--- src/rtl/reset_sequencer.sv ---
// reset_sequencer: staged reset release (PLL -> core -> peripherals) gated on a
// synchronised PLL lock, with lock timeout/retry, lock-loss and software replay.
module reset_sequencer #(
  parameter int unsigned HOLD_CYCLES  = 16,
  parameter int unsigned STAGE_GAP    = 8,
  parameter int unsigned LOCK_TIMEOUT = 1024,
  parameter int unsigned CNT_W        = 16
) (
  input  logic       clk,
  input  logic       rst,
  input  logic       pll_lock,
  input  logic       sw_reset_req,
  output logic       pll_reset,
  output logic       core_reset_n,
  output logic       periph_reset_n,
  output logic       seq_done,
  output logic       lock_timeout,
  output logic       lock_lost,
  output logic [1:0] seq_state
);

  typedef enum logic [1:0] {
    S_HOLD = 2'd0,
    S_LOCK = 2'd1,
    S_CORE = 2'd2,
    S_RUN  = 2'd3
  } state_t;

  // Terminal counter values: a stage lasting N edges ends when the count is N-1
  localparam logic [CNT_W-1:0] HOLD_LAST = CNT_W'(HOLD_CYCLES - 1);
  localparam logic [CNT_W-1:0] GAP_LAST  = CNT_W'(STAGE_GAP - 1);
  localparam logic [CNT_W-1:0] TO_LAST   = CNT_W'(LOCK_TIMEOUT - 1);

  state_t           state;
  logic [CNT_W-1:0] cnt;
  logic             lock_meta;
  logic             lock_s;

  // Two-flop synchroniser for the asynchronous PLL lock
  always_ff @(posedge clk or posedge rst) begin
    if (rst) begin
      lock_meta <= 1'b0;
      lock_s    <= 1'b0;
    end else begin
      lock_meta <= pll_lock;
      lock_s    <= lock_meta;
    end
  end

  // Sequencer FSM with registered reset outputs and sticky status flags
  always_ff @(posedge clk or posedge rst) begin
    if (rst) begin
      state          <= S_HOLD;
      cnt            <= '0;
      pll_reset      <= 1'b1;
      core_reset_n   <= 1'b0;
      periph_reset_n <= 1'b0;
      seq_done       <= 1'b0;
      lock_timeout   <= 1'b0;
      lock_lost      <= 1'b0;
    end else if (sw_reset_req) begin
      // Software request wins over everything and leaves the flags alone
      state          <= S_HOLD;
      cnt            <= '0;
      pll_reset      <= 1'b1;
      core_reset_n   <= 1'b0;
      periph_reset_n <= 1'b0;
      seq_done       <= 1'b0;
    end else begin
      case (state)
        S_HOLD: begin
          if (cnt == HOLD_LAST) begin
            state     <= S_LOCK;
            cnt       <= '0;
            pll_reset <= 1'b0;
          end else begin
            cnt <= cnt + CNT_W'(1);
          end
        end
        S_LOCK: begin
          if (lock_s) begin
            state        <= S_CORE;
            cnt          <= '0;
            core_reset_n <= 1'b1;
          end else if (cnt == TO_LAST) begin
            state        <= S_HOLD;
            cnt          <= '0;
            pll_reset    <= 1'b1;
            lock_timeout <= 1'b1;
          end else begin
            cnt <= cnt + CNT_W'(1);
          end
        end
        S_CORE: begin
          if (!lock_s) begin
            state          <= S_HOLD;
            cnt            <= '0;
            pll_reset      <= 1'b1;
            core_reset_n   <= 1'b0;
            periph_reset_n <= 1'b0;
            seq_done       <= 1'b0;
            lock_lost      <= 1'b1;
          end else if (cnt == GAP_LAST) begin
            state          <= S_RUN;
            cnt            <= '0;
            periph_reset_n <= 1'b1;
            seq_done       <= 1'b1;
          end else begin
            cnt <= cnt + CNT_W'(1);
          end
        end
        S_RUN: begin
          if (!lock_s) begin
            state          <= S_HOLD;
            cnt            <= '0;
            pll_reset      <= 1'b1;
            core_reset_n   <= 1'b0;
            periph_reset_n <= 1'b0;
            seq_done       <= 1'b0;
            lock_lost      <= 1'b1;
          end
        end
      endcase
    end
  end

  assign seq_state = 2'(state);

endmodule

--- config.mk ---
export PLATFORM = sky130hd
export DESIGN_NAME = reset_sequencer
export DESIGN_NICKNAME = d
export VERILOG_FILES = /design/src/rtl/reset_sequencer.sv
export SDC_FILE = /design/constraint.sdc
export NUM_CORES = 1
export LEC_CHECK = 0
export CORE_MARGIN = 2
export CORE_UTILIZATION = 45
export DETAILED_ROUTE_END_ITERATION = 12
export GPL_TIMING_DRIVEN = 0
export PLACE_DENSITY = 0.71
export SLEW_MARGIN = 20
export SYNTH_ARGS = -nofsm -noshare
export SYNTH_HDL_FRONTEND = slang
export SYNTH_SLANG_ARGS = --single-unit
--- constraint.sdc ---
create_clock -name clk -period 3.28 [get_ports clk]
set_input_delay 0.492 -clock clk [delete_from_list [all_inputs] [get_ports clk]]
set_output_delay 0.492 -clock clk [all_outputs]
set_load 0.1 [all_outputs]
==> results of run 1 <==
==> power groups by stage <==
stage | logic, W | registers [W] | clock network, W
finish | 0.000196 | 0.000353 | 0.000140
global route | 0.000211 | 0.000359 | 0.000153
CTS | 0.000198 | 0.000353 | 0.000147
detailed placement | 0.000196 | 0.000359 | 0
global placement | 0.000192 | 0.000357 | 0
floorplan | 0.000105 | 0.000406 | 0
==> cells in the final DEF, fill, tap and decap left out, types with 3 or more instances in the layout <==
cell type,instances
sky130_fd_sc_hd__nand4b_1,3
sky130_fd_sc_hd__nand2b_1,3
sky130_fd_sc_hd__nand3_1,5
sky130_fd_sc_hd__a22oi_2,3
sky130_fd_sc_hd__nor2_1,3
sky130_fd_sc_hd__dfrtp_1,24
sky130_fd_sc_hd__clkdlybuf4s50_1,11
sky130_fd_sc_hd__inv_1,4
sky130_fd_sc_hd__a22oi_1,6
sky130_fd_sc_hd__o31ai_1,3
sky130_fd_sc_hd__clkbuf_4,3
sky130_fd_sc_hd__o21ai_0,6
sky130_fd_sc_hd__nor3_1,3
sky130_fd_sc_hd__a21oi_1,7
sky130_fd_sc_hd__or4_1,3
sky130_fd_sc_hd__xor2_1,4
sky130_fd_sc_hd__or3_1,7
sky130_fd_sc_hd__and3_1,3
sky130_fd_sc_hd__nand2_1,8
==> metrics by stage <==
| stage | power, W | worst slack [ns] | hold slack [ns] | utilization (%) |
|---|---|---|---|---|
| 2_1_floorplan | 0.0005109 | 1.062 | 0.3312 | - |
| 3_3_place_gp | 0.0005494 | 0.8935 | 0.3346 | 51.39 |
| 3_5_place_dp | 0.0005550 | 0.8546 | 0.3412 | 51.39 |
| 4_1_cts | 0.0006970 | 0.7534 | 0.3737 | 52.31 |
| 5_1_grt | 0.0007231 | 0.6804 | 0.3806 | 52.31 |
| 6_report | 0.0006890 | 0.7423 | 0.3685 | 52.31 |
==> how the worst min path moves through the flow <==
stage	to	cells after the start
global route	lock_s	0
CTS	lock_s	0
global placement	lock_s	0
finish	lock_s	0
floorplan	lock_s	0
detailed placement	lock_s	0
==> kinds of logic (layout without fill, tap and decap cells) <==
logic type	after synthesis	after routing	synth area share (%)
AO/OA/AOI/OAI	36	36	19.06
AND/OR/NAND/NOR	54	54	26.04
flip-flops	25	25	45.46
buffers and inverters	11	26	5.353
adder cells (fa/ha/maj)	1	1	0.9073
XOR/XNOR	5	5	3.176
==> cell type report <==
class,instances,area [µm²],share of cell area [%]
Buffer,6,55.05,3.534
Clock buffer,3,22.52,1.446
Clock inverter,1,5.005,0.3213
Inverter,5,18.77,1.205
Multi-Input combinational cell,96,678.2,43.53
Sequential cell,25,626.9,40.24
Tap cell,33,41.29,2.651
Timing Repair Buffer,11,110.1,7.068
==> registers in the layout (all words and copies together), names as in the netlist <==
register and flops:
lock_lost 1, seq_done 1, lock_s 1, pll_reset 1
cnt 16, core_reset_n 1, lock_meta 1, lock_timeout 1
seq_state 2
==> routing by layer <==
layer | global-route usage [%] | vias up
li1 | - | 535
met1 | 22.10 | 564
met2 | 31.71 | 28
met3 | 1.965 | 6
met4 | 6.818 | 0
met5 | 0 | -
==> flow_summary.json, run 1 <==
{
  "run_status": "complete, no violations",
  "initial_antenna_violation_count": 0,
  "antenna_cells_inserted": 0,
  "post_synth_most_frequent_cells": "24 x sky130_fd_sc_hd__dfrtp_1, 8 x sky130_fd_sc_hd__nand2_1, 7 x sky130_fd_sc_hd__a21oi_1, 7 x sky130_fd_sc_hd__or3_1",
  "rows": 20,
  "r2r-start": "cnt[0]",
  "floorplan.die.height_um": 59.36,
  "crit_path_start": "seq_state[1]",
  "initial_core_util_pct": 46.30,
  "clk_transition_reported_paths_ns": 0.14,
  "max-clock-path-buffers": 2,
  "path_depth": 1,
  "worst_skew_pair.late_latency_ns": 0.32,
  "rsz0062_at_grt": "no",
  "cp_cell_sequence": "clkdlybuf4s50_1",
  "final_antenna_net_count": 0,
  "drc_markers": 0,
  "synth_cell_types": 46,
  "number_of_warnings_issued_by_yosys": 0,
  "criticalPathCategory": "flop to output pin",
  "synth_ff_type": "sky130_fd_sc_hd__dfrtp_1",
  "design_area_um2": 1558,
  "arr_time_crit_path_ns": 2.05,
  "root_buffer": "sky130_fd_sc_hd__clkbuf_4",
  "grt_pass1_wl_mm": 4.795,
  "wirelength_met1_mm": 1.304,
  "internal_power_w": 0.0004461,
  "timing.setup.tns_ns": 0,
  "synth_seq_area_share_pct": 45.46,
  "fmax_mhz": 394.1,
  "dpl.hpwl_mm": 2.003,
  "pin_count": 12,
  "detail_route.vias_per_cell": 6.294,
  "highest_layer": "met4",
  "post_route_cells_drive_above_1_share_pct": 14.97,
  "master_of_the_slowest_instance_on_the_critical_path": "sky130_fd_sc_hd__clkdlybuf4s50_1",
  "hold_buffers": 0,
  "count_of_flip_flops_with_a_built_in_enable_after_synthesis": 0,
  "r2r_slack_ns": 1.12,
  "fillCellCount": 281,
  "worst_slew_margin_rel_pct": 33.97,
  "synth.area.top_cells": "sky130_fd_sc_hd__dfrtp_1 44%, sky130_fd_sc_hd__a22oi_1 3.3%, sky130_fd_sc_hd__or3_1 3.2%",
  "routed_wirelength_mm": 2.871,
  "core_area_um2": 2978,
  "post_route_skew_ns": 0.002671,
  "worst_setup_path_endpoint": "seq_state[1]",
  "drt_pass1_iterations": 4,
  "grt_usage_pct": 17.90,
  "power.share.sequential_pct": 51.3,
  "cts-buffers-inserted": 3,
  "dpl_cell_area_um2": 1530,
  "timing.final.setup_violations": 0,
  "worst-endpoint-required_ns": 2.79,
  "detailedRoute.firstIterationViolations": 47,
  "critPathMaxStageDelay_ns": 1.19,
  "total_switching_power_w": 0.0002429,
  "global_route.overflow_total": 0,
  "power_frac_clock_pct": 20.3,
  "via_count_of_the_first_global_routing_pass": 1084,
  "grt_max_degree": 26,
  "hold_violations": 0,
  "clkSinkCount": 25,
  "layout_worst_path_cycle_share_pct": 77.37,
  "regToRegEndpoint": "cnt[14]",
  "leakagePower_nw": 0.6441,
  "cts_tree": "yes",
  "max_slew.worst_pin.slew_ns": 0.9874,
  "num-nets-final": 153,
  "worst_path_bufs_invs": 1,
  "syn-cell-area_um2": 1379,
  "postSynthRegisterBits": 25,
  "chipWidth_um": 59.36,
  "cells_after_synth": 132,
  "place.gp.congestion": 0.8031,
  "dr_wl_cell_um": 15.95,
  "synth_top_area_cell": "sky130_fd_sc_hd__dfrtp_1",
  "area_delta_synth_final_pct": 12.98,
  "ff2ff_path_depth": 6,
  "dp.cells": 176,
  "critical_path.startpoint_type": "flop",
  "hold_start": "lock_meta",
  "cp_top_family": "buffers and inverters",
  "post-synth-top-count-cell": "sky130_fd_sc_hd__dfrtp_1",
  "die_area_um2": 3523,
  "worst_setup_path_end_kind": "output pin",
  "route.met2.wl_mm": 1.439,
  "timing.hold.worst.class": "flop to flop",
  "ctsHtreeMaxLevel": 1,
  "net_count_after_synthesis": 137,
  "async_reset_ff_share_pct": 100.0,
  "met3_wirelength_um": 82,
  "power.density_cell_area_nw_per_um2": 442.3,
  "port-buffer-count": 11,
  "switching_share_pct": 35.25,
  "via_count": 1133,
  "post-route-min-period_ns": 2.538,
  "postSynthAreaPerCell_um2": 10.45,
  "post-synth-top-area-fraction_pct": 43.56,
  "cts_resized": 0,
  "cts_post_setup_buffers_inserted": 0,
  "timing_max_transition_violations_final": 0,
  "peakVddDrop_v": 0.0001783,
  "finalNonFillerCells": 180,
  "power_frac_comb_pct": 28.4,
  "count_of_max_cap_constraint_violations": 0,
  "critical_path.max_fanout": 10
}
No activity file was read; power rests on OpenSTA's default activity.
==> run 2, diff against run 1 <==
PLACE_DENSITY = 0.73   (was 0.71)
clock period = 2.2 ns   (was 3.28 ns; I/O delays follow)
==> flow_summary.json, run 2 (synthesis gave the netlist of run 1 again) <==
{
  "peakVddDrop_v": 0.0005126,
  "worst_setup_path_end_kind": "output pin",
  "root_buffer": "sky130_fd_sc_hd__clkbuf_4",
  "fmax_mhz": 469.8,
  "drc_markers": 0,
  "worst_skew_pair.late_latency_ns": 0.31,
  "post-route-min-period_ns": 2.128,
  "drt_pass1_iterations": 4,
  "hold_violations": 0,
  "timing.final.ws_setup_ns": 0.07161,
  "final.hold.worst_slack_ns": 0.3735,
  "num-nets-final": 155,
  "layout_worst_path_cycle_share_pct": 96.75,
  "final_util_pct": 53.11,
  "area_delta_synth_final_pct": 14.70,
  "master_of_the_slowest_instance_on_the_critical_path": "sky130_fd_sc_hd__clkdlybuf4s50_1",
  "r2r-start": "cnt[0]",
  "regToRegEndpoint": "cnt[12]",
  "dpl.hpwl_mm": 2.032,
  "dr_wl_cell_um": 15.65,
  "initial_core_util_pct": 46.30,
  "count_of_max_cap_constraint_violations": 0,
  "critical_path.max_fanout": 2,
  "grt_usage_pct": 18.38,
  "detail_route.vias_per_cell": 6.071,
  "cp_top_family": "buffers and inverters",
  "area.sequential_um2": 628.1,
  "worst-endpoint-required_ns": 1.87,
  "run_status": "complete, no violations",
  "post_route_cells_drive_above_1_share_pct": 16.78,
  "hold_start": "lock_meta",
  "r2r_slack_ns": 0.14,
  "ff2ff_path_depth": 7,
  "criticalPathCategory": "flop to output pin",
  "detailedRoute.firstIterationViolations": 63,
  "initial_antenna_violation_count": 0,
  "leakagePower_nw": 0.6984,
  "cp_cell_sequence": "clkdlybuf4s50_1",
  "hold_end": "lock_s",
  "critical_path.startpoint_type": "flop",
  "power.density_cell_area_nw_per_um2": 646.4,
  "post_route_skew_ns": 0.004398,
  "worst_hold_depth": 0,
  "critPathMaxStageDelay_ns": 1.13,
  "floorplan.die.height_um": 59.36,
  "max-clock-path-buffers": 2,
  "port-buffer-count": 11,
  "pin_count": 12,
  "multi_input_area_um2": 688.2,
  "fillCellCount": 264,
  "timing.hold.worst.class": "flop to flop",
  "worst_path_bufs_invs": 1,
  "via_count": 1105,
  "top_register": "cnt",
  "cts-buffers-inserted": 3,
  "clkSinkCount": 25,
  "arr_time_crit_path_ns": 1.80,
  "grt_pass1_wl_mm": 4.912,
  "grt_max_degree": 26,
  "timing.final.setup_violations": 0,
  "final_common_cell": "sky130_fd_sc_hd__dfrtp_1",
  "via_count_of_the_first_global_routing_pass": 1054,
  "routed_wirelength_mm": 2.848,
  "cts_tree": "yes",
  "chipWidth_um": 59.36,
  "worst_slew_margin_rel_pct": 35.44,
  "timing_max_transition_violations_final": 0,
  "most-common-layout-cells": "23 x sky130_fd_sc_hd__dfrtp_1, 8 x sky130_fd_sc_hd__nand2_1, 7 x sky130_fd_sc_hd__or3_1, 7 x sky130_fd_sc_hd__a21oi_1",
  "max_ffs_per_register": 16,
  "rsz0062_at_grt": "no",
  "rows": 20,
  "path_depth": 1,
  "clk_transition_reported_paths_ns": 0.13,
  "antenna_cells_inserted": 0,
  "global_route.overflow_total": 0,
  "place.gp.congestion": 0.7628,
  "pre_cts_slack_ns": -0.05951,
  "die_area_um2": 3523,
  "ctsHtreeMaxLevel": 1,
  "core_area_um2": 2978,
  "final_antenna_net_count": 0,
  "max_slew.worst_pin.slew_ns": 0.9668
}
[run 2: cell count changes in the layout (fill, tap and decap cells not counted), sizes merged]
cell,delta
clkbuf,+1
buf,+2
dlymetal6s2s,+2
clkinv,-1
dlygate4sd2,+5
clkdlybuf4s50,-7
[run 2: how the worst max path moves through the flow]
stage	from	to	slack [ns]
global route	lock_lost	lock_lost	0.01
global placement	sw_reset_req	cnt[12]	-0.008
detailed placement	sw_reset_req	cnt[12]	-0.06
floorplan	seq_state[0]	cnt[12]	0.002
CTS	core_reset_n	core_reset_n	0.03
finish	lock_lost	lock_lost	0.07
[run 2: area by class of cell]
type,count,area share (%)
Tap cell,33,2.611
Buffer,6,3.481
Inverter,5,1.187
Timing Repair Buffer,13,7.832
Clock buffer,4,1.661
Sequential cell,25,39.72
Multi-Input combinational cell,96,43.51
[run 2: metrics by stage]
stage	power, W	setup TNS (ns)	cells	cell area (µm²)
after detailed placement	0.0008273	-0.09019	176	1531
after global routing	0.001083	0	182	1582
after global placement	0.0008181	-0.01386	176	1531
after floorplan	0.0007619	0	132	1380
after CTS	0.001032	0	180	1551
final	0.001022	0	182	1582
[run 2: routing by layer]
layer  GRT usage (%)  vias to the layer above  routed length (µm)
met5               0                        -                   0
met2           27.47                       27                1434
met4           7.468                        0                  34
met1           26.54                      541                1267
li1                -                      533                   -
met3           2.838                        4                 112
[run 2: timing repair]
item,in CTS,in global routing
hold buffers,0,0
setup buffers,0,2
endpoints found under the setup margin,5,14
gates resized for setup,5,4
pin swaps,0,1
[run 2: power breakdown]
part           switching, W  internal [W]  total, W  leakage [nW]
logic              0.000187      0.000104  0.000292         0.352
clock network      0.000133     0.0000708  0.000204        0.0150
registers         0.0000340      0.000493  0.000527         0.332
==> run 3, diff against run 2 <==
CTS_CLUSTER_DIAMETER = 60   (was not set)
==> results of run 3 <==
Final layout, timing and power as in run 2 (identical DEF).
